`src/rtl/crc_check.sv`:
```
// Receive-side USB CRC5/CRC16 checker: runs the LFSR over the body including the CRC field,
// forwards the body minus its trailing CRC bits, and reports the residual check when recving falls.
module crc_check #(
  parameter logic [4:0]  CRC5_RESID  = 5'b01100,
  parameter logic [15:0] CRC16_RESID = 16'b1000000000001101
) (
  input  logic clk,
  input  logic rst_L,
  input  logic clear,
  input  logic start,
  input  logic pkttype,
  input  logic inb,
  input  logic in_valid,
  input  logic recving,
  output logic outb,
  output logic out_valid,
  output logic done,
  output logic crc_ok,
  output logic crc_err,
  output logic pkt_short
);

  typedef enum logic [1:0] {IDLE = 2'd0, RECV = 2'd1, CHECK = 2'd2} state_t;

  state_t      state, state_n;
  logic        type16;
  logic [15:0] crc, crc_n, delay;
  logic [4:0]  count, n;
  logic        fb, accept, restart, enter_check, short_now, pass_now;

  assign n = type16 ? 5'd16 : 5'd5;

  always_comb begin
    fb    = 1'b0;
    crc_n = crc;
    if (type16) begin
      fb    = crc[15] ^ inb;
      crc_n = {crc[14:0], 1'b0} ^ (fb ? 16'h8005 : 16'h0000);
    end else begin
      fb    = crc[4] ^ inb;
      crc_n = {11'd0, crc[3:0], 1'b0} ^ (fb ? 16'h0005 : 16'h0000);
    end
  end

  assign short_now = (count < n);
  assign pass_now  = !short_now &&
                     (type16 ? (crc == CRC16_RESID) : (crc[4:0] == CRC5_RESID));

  always_comb begin
    state_n     = state;
    accept      = 1'b0;
    restart     = 1'b0;
    enter_check = 1'b0;
    done        = 1'b0;
    if (clear) begin
      state_n = IDLE;
    end else begin
      case (state)
        IDLE: begin
          if (start) begin
            state_n = RECV;
            restart = 1'b1;
          end
        end
        RECV: begin
          if (start) begin
            restart = 1'b1;
          end else if (!recving) begin
            state_n     = CHECK;
            enter_check = 1'b1;
          end else if (in_valid) begin
            accept = 1'b1;
          end
        end
        CHECK: begin
          done    = 1'b1;
          state_n = IDLE;
        end
        default: state_n = IDLE;
      endcase
    end
  end

  // Bit k leaves the delay line while bit k+N is being accepted.
  assign out_valid = accept && (count >= n);
  assign outb      = out_valid && (type16 ? delay[15] : delay[4]);

  always_ff @(posedge clk or negedge rst_L) begin
    if (!rst_L) state <= IDLE;
    else        state <= state_n;
  end

  // Status is captured on the way into CHECK so it is already valid alongside done.
  always_ff @(posedge clk or negedge rst_L) begin
    if (!rst_L) begin
      type16    <= 1'b0;
      crc       <= 16'hFFFF;
      delay     <= 16'd0;
      count     <= 5'd0;
      crc_ok    <= 1'b0;
      crc_err   <= 1'b0;
      pkt_short <= 1'b0;
    end else if (clear) begin
      crc       <= 16'hFFFF;
      delay     <= 16'd0;
      count     <= 5'd0;
      crc_ok    <= 1'b0;
      crc_err   <= 1'b0;
      pkt_short <= 1'b0;
    end else begin
      if (restart) begin
        type16    <= pkttype;
        crc       <= 16'hFFFF;
        count     <= 5'd0;
        crc_ok    <= 1'b0;
        crc_err   <= 1'b0;
        pkt_short <= 1'b0;
      end
      if (accept) begin
        crc   <= crc_n;
        delay <= {delay[14:0], inb};
        if (count != 5'd16) count <= count + 5'd1;
      end
      if (enter_check) begin
        pkt_short <= short_now;
        crc_ok    <= pass_now;
        crc_err   <= !pass_now;
      end
    end
  end

endmodule
```
`config.mk`:
```
export PLATFORM = sky130hd
export DESIGN_NAME = crc_check
export DESIGN_NICKNAME = d
export VERILOG_FILES = /design/src/rtl/crc_check.sv
export SDC_FILE = /design/constraint.sdc
export NUM_CORES = 1
export LEC_CHECK = 0
export CAP_MARGIN = 15
export CORE_MARGIN = 2
export CORE_UTILIZATION = 45
export DETAILED_ROUTE_END_ITERATION = 16
export PLACE_DENSITY = 0.75
export RECOVER_POWER = 25
export SLEW_MARGIN = 25
export SYNTH_ARGS = -nofsm -noshare
export SYNTH_HDL_FRONTEND = slang
export SYNTH_SLANG_ARGS = --single-unit
```
`constraint.sdc`:
```
create_clock -name clk -period 6.2 [get_ports clk]
set_input_delay 1.86 -clock clk [delete_from_list [all_inputs] [get_ports clk]]
set_output_delay 1.86 -clock clk [all_outputs]
set_load 0.02 [all_outputs]
```
==> metrics.cfg <==
[sta]
timing.final.crit_period_ns=5.85
setup_violations=0
skew_ns=0.00538
setup_tns_ns=0
fmax_ghz=0.171
hold_viol=0
slew_violations=44
rsz0062_at_grt=false
worst_slew_pin_slew_ns=2.16
slew_headroom_pct=-44.0
fin_crit_sh_pct=94.4

[global_route]
grt_max_degree=44
grt_pass1_wl_um=6060
antenna_found_initial=0
grt.total_usage_pct=15.8
gr-total-overflow=0
grt_pass1_vias=1275

[final_layout]
drive_above_1_share_pct=15.4
nets=207
insertedDiodeCount=0
nFillCells=385
post-route-util_pct=53.2
syn2layout_area_growth_pct=15.5

[detailed_routing]
avgRoutedWirePerCell_um=14.6
dr_wl_met3_um=134
firstDrtPassIters=4
drc=0
initialDrtViolationCount=52
postRouteWirelength_um=3620
antenna_left=0
wl_met1_um=1750
met2_length_um=1670
top_layer_used=met4
vias=1384
via_per_inst=5.60

[critical_path]
worstReg2RegStart=type16
startpoint_type=input port
critPathCaptureType=output pin
crit_slowest_cell=clkdlybuf4s50_1
path_cells=clkdlybuf4s50_1, or3_4, or2_1, a21oi_1, nor2b_1, clkdlybuf4s50_1
rr_endpoint=crc_err
worstSetupPathType=in2out
worstPathArrival_ns=3.99
cp_top_family=buffers and inverters
crit_fanout=6
ff2ff_setup_slack_ns=3.78
slowest_delay_ns=0.62
crit_top_cell=clkdlybuf4s50_1
cp.buffers_inverters=2
worstPathRequired_ns=4.34
reg2regPathDepth=6

[floorplan]
initial_core_util_pct=46.1
die_h_um=70.1
core.rowCount=24
dieWidth_um=70.1
io_pins=14
dieArea_um2=4910
coreArea_um2=4260

[synthesis]
synth_fp_nets=194
syn_inst=181
yosys.area.top_type=dfrtp_1
avgSynthCellArea_um2=10.9
synthTopCellsByArea=dfrtp_1 34%, dfstp_2 21%, a22o_1 8.0%, a21oi_1 4.3%, nor2_1 3.2%
yosysWarnings=0
netlist_area_um2=1960
synth_top_area_share_pct=34.4
yosysUniqueCellTypes=39
ys.flop_type=dfrtp_1
synth_commonest_cells=27 x dfrtp_1, 18 x a22o_1, 17 x a21oi_1, 17 x nor2_1, 16 x dfstp_2
yosysMostFrequentCell=dfrtp_1
synth-edff-count=0
seq_area_frac_synth_pct=55.8
ys_ff_latch=43
async_flop_share_pct=100

[clock_network]
postCtsSetupBuffers=0
cts-resized-gates=0
clk_pin_slew_ns=0.08
cts-root-buf=clkbuf_8
cts_sinks=43
cts_tree=done
cts_made_buffers=5
ctsHoldBuffers=0
clk_path_buf_depth=2
h-tree-depth=2
worstSkewPairLatency_ns=0.30

[min_path]
min_from=crc[4]
worstHoldPathType=reg2reg
hold_path_depth=2
worstHoldEndpoint=crc[5]

[pwr]
p_leak_uw=0.000981
power.density_nw_per_um2=260
vdd.ir_drop.worst_v=0.000261
total_power_uw=590

[placement]
dp_hpwl_um=2350
portBuffers=13
gp_routability_congestion=0.844

[flow_run]
max_cap_violations=1

[status]
violations=max-capacitance violations, max-slew violations
outcome=finished, violations left

## worst reg2reg max path: cells and delay by family, from the launching register on
| family | cells | cell delay (ns) |
|---|---|---|
| buf+inv | 1 | 0.18 |
| fa+ha+maj | 1 | 0.35 |
| compound gates | 3 | 0.69 |
| flops | 1 | 0.77 |
| simple gates | 1 | 0.31 |
## cells by family after synthesis
family                   Yosys count  share of synthesized area [%]
multiplexers                       3                           1.59
AND/OR/NAND/NOR                   54                           13.8
XOR/XNOR                           3                           1.34
flip-flops                        43                           55.8
AO/OA/AOI/OAI                     55                           20.8
buffers and inverters             18                           3.57
adder cells (fa/ha/maj)            5                           3.18
## sequential cells by signal, summed over array words and instances, names as in the netlist
name	count
count	5
crc	16
crc_err	1
crc_ok	1
delay	16
pkt_short	1
state	2
type16	1
## power breakdown
group          switching [uW]  internal [uW]
logic                    23.9           16.3
clock network            96.4            161
registers                8.16            285
total                     128            462
## worst max-delay path by stage
stage | slack (ns) | depth (start not counted) | to | from
6_report | 0.35 | 6 | outb | start
2_1_floorplan | 0.93 | 5 | outb | start
3_5_place_dp | 0.35 | 6 | outb | start
5_1_grt | 0.18 | 6 | outb | clear
3_3_place_gp | 0.38 | 6 | outb | clear
4_1_cts | 0.33 | 6 | outb | start
## routing by layer
metal / GRT usage (%) / up-vias
met1: 21.9 / 675
li1: - / 675
met4: 6.41 / 0
met2: 23.3 / 26
met5: 0 / -
met3: 4.47 / 8
## per-stage QoR
step,cells,hold WS [ns],setup WS (ns),instance area (um^2)
3_5_place_dp,239,0.482,0.354,2140
5_1_grt,247,0.513,0.184,2270
6_report,247,0.489,0.345,2270
2_1_floorplan,181,0.465,0.934,1960
4_1_cts,247,0.491,0.328,2270
3_3_place_gp,239,0.478,0.383,2140
## cell type report
type                    count  area, um^2  share of cell area (%)
repair buffers             16         146                    6.45
well taps                  52        65.1                    2.87
clock buffers               6        72.6                    3.20
inverters                   8        30.0                    1.32
flip-flops and latches     43        1100                    48.3
clock inverters             2        60.1                    2.65
multi-input cells         120         798                    35.2
## placed cells by master, fill, tap and decap left out, types with 2 or more instances in the layout
cell / Yosys / final
dfrtp_1: 27 / 27
a22o_1: 18 / 18
nor2_1: 17 / 17
a21oi_1: 17 / 17
dfstp_2: 16 / 16
nand2_1: 14 / 14
clkdlybuf4s50_1: 0 / 12
inv_1: 8 / 8
o21ai_0: 6 / 6
o22a_1: 5 / 5
ha_1: 5 / 5
clkbuf_8: 0 / 5
nand3_1: 4 / 4
nor3_1: 4 / 4
nor4bb_1: 3 / 3
nor2b_1: 3 / 3
buf_4: 0 / 3
mux2i_1: 2 / 2
xnor2_1: 2 / 2
bufinv_16: 0 / 2
clkbuf_1: 7 / 2
Note: power is estimated with default switching activity, not from simulation.
